$ cat src/rtl/complex_butterfly_pipe.sv
// Two-stage radix-2 complex butterfly (A+B, A-B) with valid/ready flow control,
// optional divide-by-2 scaling and a sticky overflow flag.
// Build option: define BUTTERFLY_SAT_EN to saturate overflowing results instead of wrapping.
module complex_butterfly_pipe #(
  parameter int DATA_FFT_SIZE = 16
) (
  input  logic                     clk,
  input  logic                     rst,
  input  logic                     in_valid,
  output logic                     in_ready,
  input  logic [DATA_FFT_SIZE-1:0] data_in0_i,
  input  logic [DATA_FFT_SIZE-1:0] data_in0_q,
  input  logic [DATA_FFT_SIZE-1:0] data_in1_i,
  input  logic [DATA_FFT_SIZE-1:0] data_in1_q,
  input  logic                     in_scale,
  input  logic                     in_last,
  output logic [DATA_FFT_SIZE-1:0] data_out0_i,
  output logic [DATA_FFT_SIZE-1:0] data_out0_q,
  output logic [DATA_FFT_SIZE-1:0] data_out1_i,
  output logic [DATA_FFT_SIZE-1:0] data_out1_q,
  output logic                     out_valid,
  input  logic                     out_ready,
  output logic                     out_last,
  output logic                     ovf_flag,
  input  logic                     ovf_clr
);

  localparam int W = DATA_FFT_SIZE;

  logic         s1_valid;
  logic         s1_scale;
  logic         s1_last;
  logic [W:0]   s1_sum_i, s1_sum_q, s1_dif_i, s1_dif_q;

  logic         load1, load2, in_xfer;
  logic [W-1:0] fit_sum_i, fit_sum_q, fit_dif_i, fit_dif_q;
  logic         ovf_any;

  // Reduce a full-precision value to W bits; scaling is a floor shift and never overflows.
  function automatic logic [W-1:0] fit(input logic [W:0] v, input logic sc);
    logic [W-1:0] r;
    if (sc) begin
      r = v[W:1];
    end else if (v[W] != v[W-1]) begin
`ifdef BUTTERFLY_SAT_EN
      r = v[W] ? {1'b1, {(W-1){1'b0}}} : {1'b0, {(W-1){1'b1}}};
`else
      r = v[W-1:0];
`endif
    end else begin
      r = v[W-1:0];
    end
    return r;
  endfunction

  function automatic logic ovf(input logic [W:0] v, input logic sc);
    return !sc && (v[W] != v[W-1]);
  endfunction

  always_comb begin
    load2    = !out_valid || out_ready;
    load1    = !s1_valid || load2;
    in_ready = !rst && (!s1_valid || !out_valid || out_ready);
    in_xfer  = in_valid && in_ready;

    fit_sum_i = fit(s1_sum_i, s1_scale);
    fit_sum_q = fit(s1_sum_q, s1_scale);
    fit_dif_i = fit(s1_dif_i, s1_scale);
    fit_dif_q = fit(s1_dif_q, s1_scale);
    ovf_any   = s1_valid && (ovf(s1_sum_i, s1_scale) || ovf(s1_sum_q, s1_scale) ||
                             ovf(s1_dif_i, s1_scale) || ovf(s1_dif_q, s1_scale));
  end

  always_ff @(posedge clk) begin
    if (rst) begin
      s1_valid <= 1'b0;
      s1_scale <= 1'b0;
      s1_last  <= 1'b0;
      s1_sum_i <= '0;
      s1_sum_q <= '0;
      s1_dif_i <= '0;
      s1_dif_q <= '0;
    end else if (load1) begin
      s1_valid <= in_xfer;
      s1_scale <= in_scale;
      s1_last  <= in_last;
      s1_sum_i <= {data_in0_i[W-1], data_in0_i} + {data_in1_i[W-1], data_in1_i};
      s1_sum_q <= {data_in0_q[W-1], data_in0_q} + {data_in1_q[W-1], data_in1_q};
      s1_dif_i <= {data_in0_i[W-1], data_in0_i} - {data_in1_i[W-1], data_in1_i};
      s1_dif_q <= {data_in0_q[W-1], data_in0_q} - {data_in1_q[W-1], data_in1_q};
    end
  end

  always_ff @(posedge clk) begin
    if (rst) begin
      out_valid   <= 1'b0;
      out_last    <= 1'b0;
      data_out0_i <= '0;
      data_out0_q <= '0;
      data_out1_i <= '0;
      data_out1_q <= '0;
    end else if (load2) begin
      out_valid   <= s1_valid;
      out_last    <= s1_valid && s1_last;
      data_out0_i <= fit_sum_i;
      data_out0_q <= fit_sum_q;
      data_out1_i <= fit_dif_i;
      data_out1_q <= fit_dif_q;
    end
  end

  // Set takes priority over clear.
  always_ff @(posedge clk) begin
    if (rst) begin
      ovf_flag <= 1'b0;
    end else if (load2 && ovf_any) begin
      ovf_flag <= 1'b1;
    end else if (ovf_clr) begin
      ovf_flag <= 1'b0;
    end
  end

endmodule

$ cat config.mk
export PLATFORM = sky130hd
export DESIGN_NAME = complex_butterfly_pipe
export DESIGN_NICKNAME = d
export VERILOG_FILES = /design/src/rtl/complex_butterfly_pipe.sv
export SDC_FILE = /design/constraint.sdc
export NUM_CORES = 1
export LEC_CHECK = 0
export CORE_MARGIN = 3
export CORE_UTILIZATION = 49
export CTS_CLUSTER_SIZE = 12
export DETAILED_ROUTE_END_ITERATION = 7
export PLACE_DENSITY_LB_ADDON = 0.15
export SLEW_MARGIN = 10
export SYNTH_ARGS = -nofsm -noshare
export SYNTH_HDL_FRONTEND = slang
export SYNTH_SLANG_ARGS = --single-unit
$ cat constraint.sdc
create_clock -name clk -period 3.2 [get_ports clk]
set_input_delay 0.48 -clock clk [delete_from_list [all_inputs] [get_ports clk]]
set_output_delay 0.48 -clock clk [all_outputs]
set_load 0.05 [all_outputs]
==> results of run 1 <==
## synthesized netlist by cell type (all sizes together), types with 33 or more instances
library cell / n / area share
nor2: 149 / 0.065
dfxtp: 136 / 0.31
a211oi: 96 / 0.084
ha: 64 / 0.092
nand2: 64 / 0.028
mux2i: 63 / 0.073
inv: 58 / 0.025
a21oi: 53 / 0.031
clkbuf: 42 / 0.018
buf: 36 / 0.022
o21ai: 36 / 0.021
xnor2: 33 / 0.033
## cell families (layout without fill, tap and decap cells)
| kind of cell | count (synthesis) | in the layout | share of synthesized area |
|---|---|---|---|
| multiplexers | 63 | 63 | 0.0728 |
| AND/OR/NAND/NOR | 325 | 325 | 0.173 |
| flip-flops | 136 | 136 | 0.314 |
| adder cells (fa/ha/maj) | 68 | 68 | 0.102 |
| buffers and inverters | 136 | 262 | 0.0657 |
| XOR/XNOR | 40 | 40 | 0.0404 |
| AO/OA/AOI/OAI | 283 | 283 | 0.232 |
## worst paths after layout
check / end / depth (start not counted) / startpoint
worst min register to register: out_last / 2 / out_last
worst max register to register: s1_dif_q[14] / 8 / out_valid
worst min-delay path: out_last / 2 / out_last
worst max-delay path: in_ready / 6 / out_ready
## flip-flops by register name, indices dropped and copies added, names as in the netlist
| signal | count |
|---|---|
| s1_valid | 1 |
| s1_last | 1 |
| out_valid | 1 |
| out_last | 1 |
| s1_dif_q | 17 |
| data_out0_q | 16 |
| data_out1_q | 16 |
| data_out1_i | 16 |
| s1_scale | 1 |
| s1_sum_i | 17 |
| data_out0_i | 16 |
| s1_dif_i | 16 |
| s1_sum_q | 16 |
| ovf_flag | 1 |
## cell type report
type	count	area share
inverter	58	0.0200
sequential	136	0.250
tap	220	0.0253
clock inverter	14	0.0169
clock buffer	18	0.0414
timing repair buffer	172	0.152
multi-input combinational	779	0.494
## power breakdown
part           switching [mW]  leakage, nW  internal [mW]
clock network           0.810        0.309           1.29
registers               0.175         1.13           1.89
logic                   0.980         3.09          0.680
## per-layer routing
metal / routed length, um / track usage
met5: 0 / 0
met4: 233 / 0.0597
met2: 9690 / 0.337
met3: 1790 / 0.0517
met1: 12900 / 0.397
## worst reg2reg max path: stages, from the launching register on
cell     delay (ns)
dfxtp_1        0.40
nor2b_1        0.43
nand2_2        0.16
buf_4          0.21
nor2_1         0.35
buf_4          0.31
nand2_1        0.09
o311a_1        0.11
nand3_1        0.07
## per-stage QoR
stage	cells	hold WS, ns	worst slack [ns]	cell area, um2	utilization
finish	1397	0.451	0.556	10900	0.643
global route	1397	0.493	0.414	10900	0.643
CTS	1397	0.457	0.577	10900	0.643
detailed placement	1365	0.451	0.176	10300	0.606
global placement	1365	0.440	0.208	10300	0.606
floorplan	1051	0.432	0.903	8660	-
==> results_dict.tcl, run 1 <==
set metrics [dict create \
    min_path_type "register to register" \
    grt_max_degree 62 \
    antennaDiodeCount 0 \
    dieArea_um2 19300 \
    crit_arrival_ns 2.16 \
    cts_htree_levels 4 \
    slew_headroom 0.532 \
    cts_hold_buf 0 \
    synthCells 1051 \
    initial_core_util 0.512 \
    required_ns 2.72 \
    synth-main-ff-cell "dfxtp_1" \
    cts_setup_buffers 0 \
    multi_input_area_um2 5380 \
    status "finished, final reports clean" \
    yosys_register_bits 136 \
    grt_pass1_wl_um 39300 \
    grt_pass1_vias 7324 \
    cp_slowest_cell "clkdlybuf4s50_1" \
    rows 47 \
    period_share 0.826 \
    yosysSeqAreaShare 0.314 \
    cp_cell_sequence "clkdlybuf4s50_1 -> nor2b_1 -> nand2_2 -> nand2_1 -> inv_1 -> buf_12" \
    synthArstFlopShare 0 \
    grt_setup_unrepaired "no" \
    final_cell_mix "nor2_1, clkdlybuf4s50_1, dfxtp_1" \
    powerDensity_nw_per_um2 535 \
    yosysWarnings 0 \
    synth.net_count 1190 \
    ir_drop_v 0.000484 \
    insertion_delay_ns 0.43 \
    critPathMaxStageDelay_ns 0.43 \
    finalWeightedCongestion 0.905 \
    setup_violations 0 \
    path_class "primary input to output pin" \
    post_drt_wl_per_cell_um 17.6 \
    power.leakage_nw 4.53 \
    syn_to_final_growth_pct 25.7 \
    synth_area_um2 8660 \
    final_layout_size_suffix_gt1_frac 0.0773 \
    cp-end-kind "output pin" \
    setup_tns_ns 0 \
    vias 7971 \
    route.detailed.drc 0 \
    wirelength_um 24600 \
    power.total_mw 5.83 \
    regArea_um2 2730 \
    nets 1303 \
    syn_area_per_cell_um2 8.24 \
    hold_viol 0 \
    die_x_um 139 \
    cts-buffers-inserted 17 \
    coreArea_um2 16900 \
    dpl.hpwl_um 18600 \
    synth-edff-count 0 \
    antenna_found_initial 0 \
    io_buffers 138 \
    cts-root-buf "clkbuf_16" \
    fin_skew_ns 0.0107 \
    cts_tree "done" \
    finalCriticalPeriod_ns 2.64 \
    n_fill_cell 1523 \
    crit_buf_inv 3 \
    ant_nets 0 \
    clock-sinks 136 \
    grtUsageTotal 0.249 \
    drt_iter0_markers 658 \
    grt-ovfl-total 0 \
    ys_types 80 \
    tightest_slew_ns 0.701 \
    critPathMaxFanout 14 \
    drv_slew 0 \
    viasPerCell 5.71 \
    start_kind "primary input" \
    layout_commonest_cell "nor2_1" \
    clk_pin_slew_ns 0.06 \
    ff2ff_setup_slack_ns 1.02 \
    clockBufferDepth 2 \
    maxCapViolations 0 \
    die_h_um 139 \
    ios 139 \
    max_clock_freq_mhz 378 \
    critPathTopFamily "buffers and inverters" \
    first_pass_iters 5 \
    cts_resized 0 \
]
Power figures use the tool's default switching activity.
==> run 2, diff against run 1 <==
clock period = 2.1 ns   (was 3.2 ns; I/O delays follow)
==> run 2 against run 1 <==
  * Critical endpoint is now s1_sum_i[8]
  * Routed wire length is 9.1% higher
  * Critical path depth is 4 higher
  * Largest power group unchanged
  * Sequential cell count stayed put
  * Global-route usage is 1.7 points higher
  * Hold slack worse by 0.20 ns
  * Setup slack worse by 0.50 ns
  * Sequential power is 52% higher
  * Largest cell class unchanged
  * Clock skew is 0.0019 ns higher
==> results_dict.tcl, run 2 (same netlist as run 1, synthesis figures left out) <==
set metrics [dict create \
    status "finished, final reports clean" \
    setup_violations 0 \
    first_pass_iters 5 \
    clockBufferDepth 2 \
    rows 47 \
    path_class "primary input to register" \
    cp-end-kind "register" \
    stdcell_count 1565 \
    power.total_mw 9.52 \
    required_ns 2.41 \
    dieArea_um2 19300 \
    dpl.hpwl_um 20100 \
    critPathMaxFanout 6 \
    r2r-start "out_valid" \
    timing.rr.end "s1_dif_q[12]" \
    hold_depth 2 \
    wirelength_um 26800 \
    clk_pin_slew_ns 0.06 \
    cts_tree "done" \
    layout_commonest_cell "buf_4" \
    grt_max_degree 65 \
    power.leakage_nw 5.65 \
    holdPathEnd "s1_sum_i[12]" \
    cp_cell_sequence "clkdlybuf4s50_1 -> inv_1 -> ha_1 -> buf_4 -> nor2_2 -> o311ai_4 -> a211oi_2 -> nand2b_4 -> mux2i_1 -> a31o_2" \
    ff2ff_setup_slack_ns 0.44 \
    cts-root-buf "clkbuf_16" \
    viasPerCell 5.63 \
    period_share 0.974 \
    drt_iter0_markers 955 \
    critPathMaxStageDelay_ns 0.49 \
    cp_slowest_cell "clkdlybuf4s50_1" \
    io_buffers 138 \
    hold_viol 0 \
    ant_nets 0 \
    slew_headroom 0.626 \
    antenna_found_initial 0 \
    largestRegisters "s1_dif_q (17), s1_sum_i (17)" \
    min_path_type "primary input to register" \
    grt-ovfl-total 0 \
    post_drt_wl_per_cell_um 17.1 \
    syn_to_final_growth_pct 48.7 \
    nets 1471 \
    crit_arrival_ns 2.36 \
    cts_hold_buf 0 \
    insertion_delay_ns 0.42 \
    die_h_um 139 \
    grt_pass1_vias 8035 \
    vias 8815 \
    finalWeightedCongestion 0.923 \
    maxCapViolations 0 \
    die_x_um 139 \
    initial_core_util 0.512 \
    antennaDiodeCount 0 \
    grtUsageTotal 0.266 \
    drv_slew 0 \
    finalCriticalPeriod_ns 2.04 \
    start_kind "primary input" \
    place_inst 1520 \
    ff2ff_path_depth 6 \
    max_clock_freq_mhz 489 \
    cts_htree_levels 4 \
    ios 139 \
    grt_pass1_wl_um 42700 \
    powerDensity_nw_per_um2 739 \
    cts-buffers-inserted 17 \
    tightest_slew_ns 0.560 \
    ir_drop_v 0.000681 \
    final_layout_size_suffix_gt1_frac 0.261 \
    final_cell_mix "buf_4, nor2_1, dfxtp_1" \
    route.detailed.drc 0 \
    fin_skew_ns 0.0126 \
    worstHoldStart "rst" \
    clock-sinks 136 \
    coreArea_um2 16900 \
]
## run 2: cell types whose count changed in the layout (fill, tap and decap cells not counted), sizes merged
| cell | delta |
|---|---|
| buf | +168 |
| dlygate4sd2 | +3 |
| dlymetal6s2s | +23 |
| clkbuf | -1 |
| clkinv | -1 |
| clkdlybuf4s50 | -26 |
| bufinv | +1 |
| inv | +1 |
## run 2: cell type report
| class | count | area (um2) |
|---|---|---|
| Clock buffer | 17 | 425 |
| Clock inverter | 15 | 214 |
| Fill cell | 1244 | 4050 |
| Inverter | 58 | 218 |
| Multi-Input combinational cell | 779 | 5990 |
| Sequential cell | 136 | 2730 |
| Tap cell | 220 | 275 |
| Timing Repair Buffer | 340 | 3030 |
## run 2: worst max-delay path by stage
stage                     slack [ns]          start           end
after floorplan                 0.02      out_valid  s1_sum_i[14]
after CTS                      -0.03  data_in1_q[8]  s1_sum_q[14]
after global placement         -0.55  data_in0_q[0]  s1_sum_q[16]
after detailed placement       -0.65  data_in0_q[0]  s1_sum_q[16]
final                           0.06  data_in1_i[5]   s1_sum_i[8]
after global routing           -0.03  data_in1_i[5]  s1_dif_i[11]
## run 2: worst max-delay path, delay by kind of cell
kind            cells  cell delay [ns]
simple gates        2             0.33
buf+inv             3             0.72
mux                 1             0.08
compound gates      3             0.60
fa+ha+maj           1             0.31
## run 2: timing repair
action / 4_1_cts / 5_1_grt
buffers inserted: 1 / 12
gates cloned: 0 / 0
endpoints found under the setup margin: 37 / 44
pin swaps: 22 / 40
resized for setup: 63 / 83
## run 2: power by group
part	internal [mW]	leakage [nW]	switching [mW]
registers	2.88	1.13	0.263
clock network	2.02	0.312	1.20
logic	1.45	4.21	1.70
total	6.35	5.65	3.17
## run 2: routing by layer
metal	routed length (um)	vias up	part of all wire	track usage
li1	-	4317	-	-
met1	13500	4146	0.50	0.421
met2	11200	323	0.42	0.379
met3	1840	29	0.068	0.0421
met4	312	0	0.012	0.0525
met5	0	-	0	0
## run 2: stage by stage
| step | util | area (um2) | hold WS (ns) | worst slack (ns) | setup TNS, ns |
|---|---|---|---|---|---|
| final | 0.761 | 12900 | 0.250 | 0.0555 | 0 |
| after global routing | 0.761 | 12900 | 0.265 | -0.0284 | -0.111 |
| after CTS | 0.734 | 12400 | 0.236 | -0.0288 | -0.0300 |
| after floorplan | - | 8670 | 0.432 | 0.0169 | 0 |
| after global placement | 0.678 | 11500 | 0.441 | -0.552 | -21.36 |
| after detailed placement | 0.678 | 11500 | 0.446 | -0.650 | -23.34 |
==> run 3, diff against run 2 <==
CELL_PAD_IN_SITES_DETAIL_PLACEMENT = 0   (was not set)
CELL_PAD_IN_SITES_GLOBAL_PLACEMENT = 1   (was not set)
CORE_UTILIZATION = 37   (was 49)
==> run 3 against run 2 <==
  * Count of clock-buffer cells in the layout up 3
  * Sequential power is essentially flat
  * Routed wire length down 0.92%
  * Via count down 5.6%
  * Critical path depth fell by 1
  * Fmax about the same
  * Register-to-register slack gained 0.09 ns
  * Critical path type unchanged
==> results_dict.tcl, run 3 (same netlist as run 1, synthesis figures left out) <==
set metrics [dict create \
    syn_to_final_growth_pct 50.0 \
    die_x_um 159 \
    grt_pass1_vias 7688 \
    die_h_um 159 \
    crit_arrival_ns 2.31 \
    nets 1466 \
    power.leakage_nw 5.54 \
    cts_tree "done" \
    period_share 0.974 \
    cts_htree_levels 4 \
    status "finished, final reports clean" \
    io_buffers 138 \
    powerDensity_nw_per_um2 706 \
    cp-end-kind "register" \
    finalWeightedCongestion 0.875 \
    path_class "primary input to register" \
    n_fill_cell 2170 \
    final_layout_size_suffix_gt1_frac 0.263 \
    crit_buf_inv 2 \
    drv_slew 0 \
    worstHoldStart "rst" \
    cts-root-buf "clkbuf_16" \
    dieArea_um2 25300 \
    finalCriticalPeriod_ns 2.05 \
    grt_max_degree 72 \
    ios 139 \
    wirelength_um 26600 \
    drt-met1-wl_um 14700 \
    ir_drop_v 0.000504 \
    critPathMaxStageDelay_ns 0.49 \
    antennaDiodeCount 0 \
    cts-buffers-inserted 17 \
    multi_input_area_um2 6100 \
    grt-ovfl-total 0 \
    place_area_um2 11600 \
    timing.rr.end "s1_dif_q[13]" \
    post_drt_wl_per_cell_um 16.1 \
    final_area_um2 13000 \
    min_path_type "primary input to register" \
    ff2ff_setup_slack_ns 0.53 \
    slew_headroom 0.479 \
    drt_iter0_markers 454 \
    required_ns 2.36 \
    rows 55 \
    cp_slowest_cell "clkdlybuf4s50_1" \
    grtUsageTotal 0.201 \
    wl_met2_um 10400 \
    hold_viol 0 \
    start_kind "primary input" \
    layout_commonest_cell "buf_4" \
    cp_cell_sequence "clkdlybuf4s50_1 -> inv_2 -> ha_4 -> nor2_2 -> a211o_1 -> o21a_4 -> a221oi_4 -> xnor2_2 -> a211oi_2" \
    final_cell_mix "buf_4, nor2_1, dfxtp_1" \
    route.detailed.drc 0 \
    dpl.hpwl_um 20500 \
    clk_pin_slew_ns 0.06 \
    regArea_um2 2730 \
    initial_core_util 0.379 \
    coreArea_um2 22800 \
    topRoutingLayerUsed "met4" \
    worstSetupPathDepth 9 \
    r2r-start "out_valid" \
    clockBufferDepth 2 \
    insertion_delay_ns 0.41 \
    cts_hold_buf 0 \
    layout_setup_ws_ns 0.0542 \
    antenna_found_initial 0 \
    viasPerCell 5.03 \
    maxCapViolations 0 \
    critPathTopFamily "compound AO/OA/AOI/OAI gates" \
    holdPathEnd "s1_sum_i[4]" \
    vias 8318 \
    largestRegisters "s1_dif_q (17), s1_sum_i (17)" \
    met3WireLength_um 1360 \
    ff2ff_path_depth 6 \
    max_clock_freq_mhz 489 \
    tightest_slew_ns 0.781 \
    critPathMaxFanout 6 \
    hold_depth 2 \
    setup_violations 0 \
    first_pass_iters 5 \
    ant_nets 0 \
    fin_skew_ns 0.00948 \
    place_ws_ns -0.701 \
    grt_pass1_wl_um 41900 \
    clock-sinks 136 \
]
[run 3: worst register-to-register path: cells and delay by family, from the launching register on]
family,cells,cell delay [ns]
and+or+nand+nor,3,0.75
DFF,1,0.34
buffers and inverters,1,0.15
muxes,1,0.15
AOI/OAI and AO/OA,1,0.13
[run 3: layer usage]
layer	vias up	track usage
li1	4310	-
met1	3781	0.331
met2	212	0.269
met3	15	0.0341
met4	0	0.0358
met5	-	0
[run 3: how the worst max path moves through the flow]
stage	startpoint	to	slack (ns)
after floorplan	out_valid	s1_sum_i[14]	0.02
after global placement	data_in1_q[10]	s1_sum_q[15]	-0.64
after detailed placement	data_in0_q[0]	s1_sum_q[16]	-0.70
after CTS	data_in0_q[6]	s1_dif_q[10]	0.003
after global routing	data_in0_q[5]	s1_sum_q[13]	-0.02
final	data_in1_q[3]	s1_sum_q[13]	0.05
[run 3: area by class of cell]
class	count	area share
multi-input combinational	779	0.469
timing repair buffer	335	0.230
sequential	136	0.210
clock buffer	20	0.0344
tap	313	0.0301
inverter	58	0.0167
clock inverter	12	0.00963
[run 3: power breakdown]
group          internal [mW]  switching [mW]  leakage (nW)  total, mW
sequential              2.89           0.258          1.13       3.14
clock                   1.77            1.11         0.273       2.88
combinational           1.45            1.70          4.14       3.15
total                   6.11            3.06          5.54       9.17
[run 3: timing repair]
action                     4_1_cts  5_1_grt
setup endpoints to repair       36       42
pin swaps                       25       45
gates resized for setup         75       90
buffers inserted                 4        7
hold endpoints to repair         0        0
[run 3: per-stage QoR]
stage | total power, mW | utilization | hold slack, ns | cells | setup TNS (ns)
after floorplan | 4.82 | - | 0.432 | 1051 | 0
after detailed placement | 6.05 | 0.507 | 0.453 | 1610 | -24.57
final | 9.17 | 0.569 | 0.192 | 1653 | 0
after global placement | 6.03 | 0.507 | 0.446 | 1610 | -22.67
after CTS | 9.06 | 0.548 | 0.186 | 1646 | 0
after global routing | 9.60 | 0.569 | 0.192 | 1653 | -0.0530
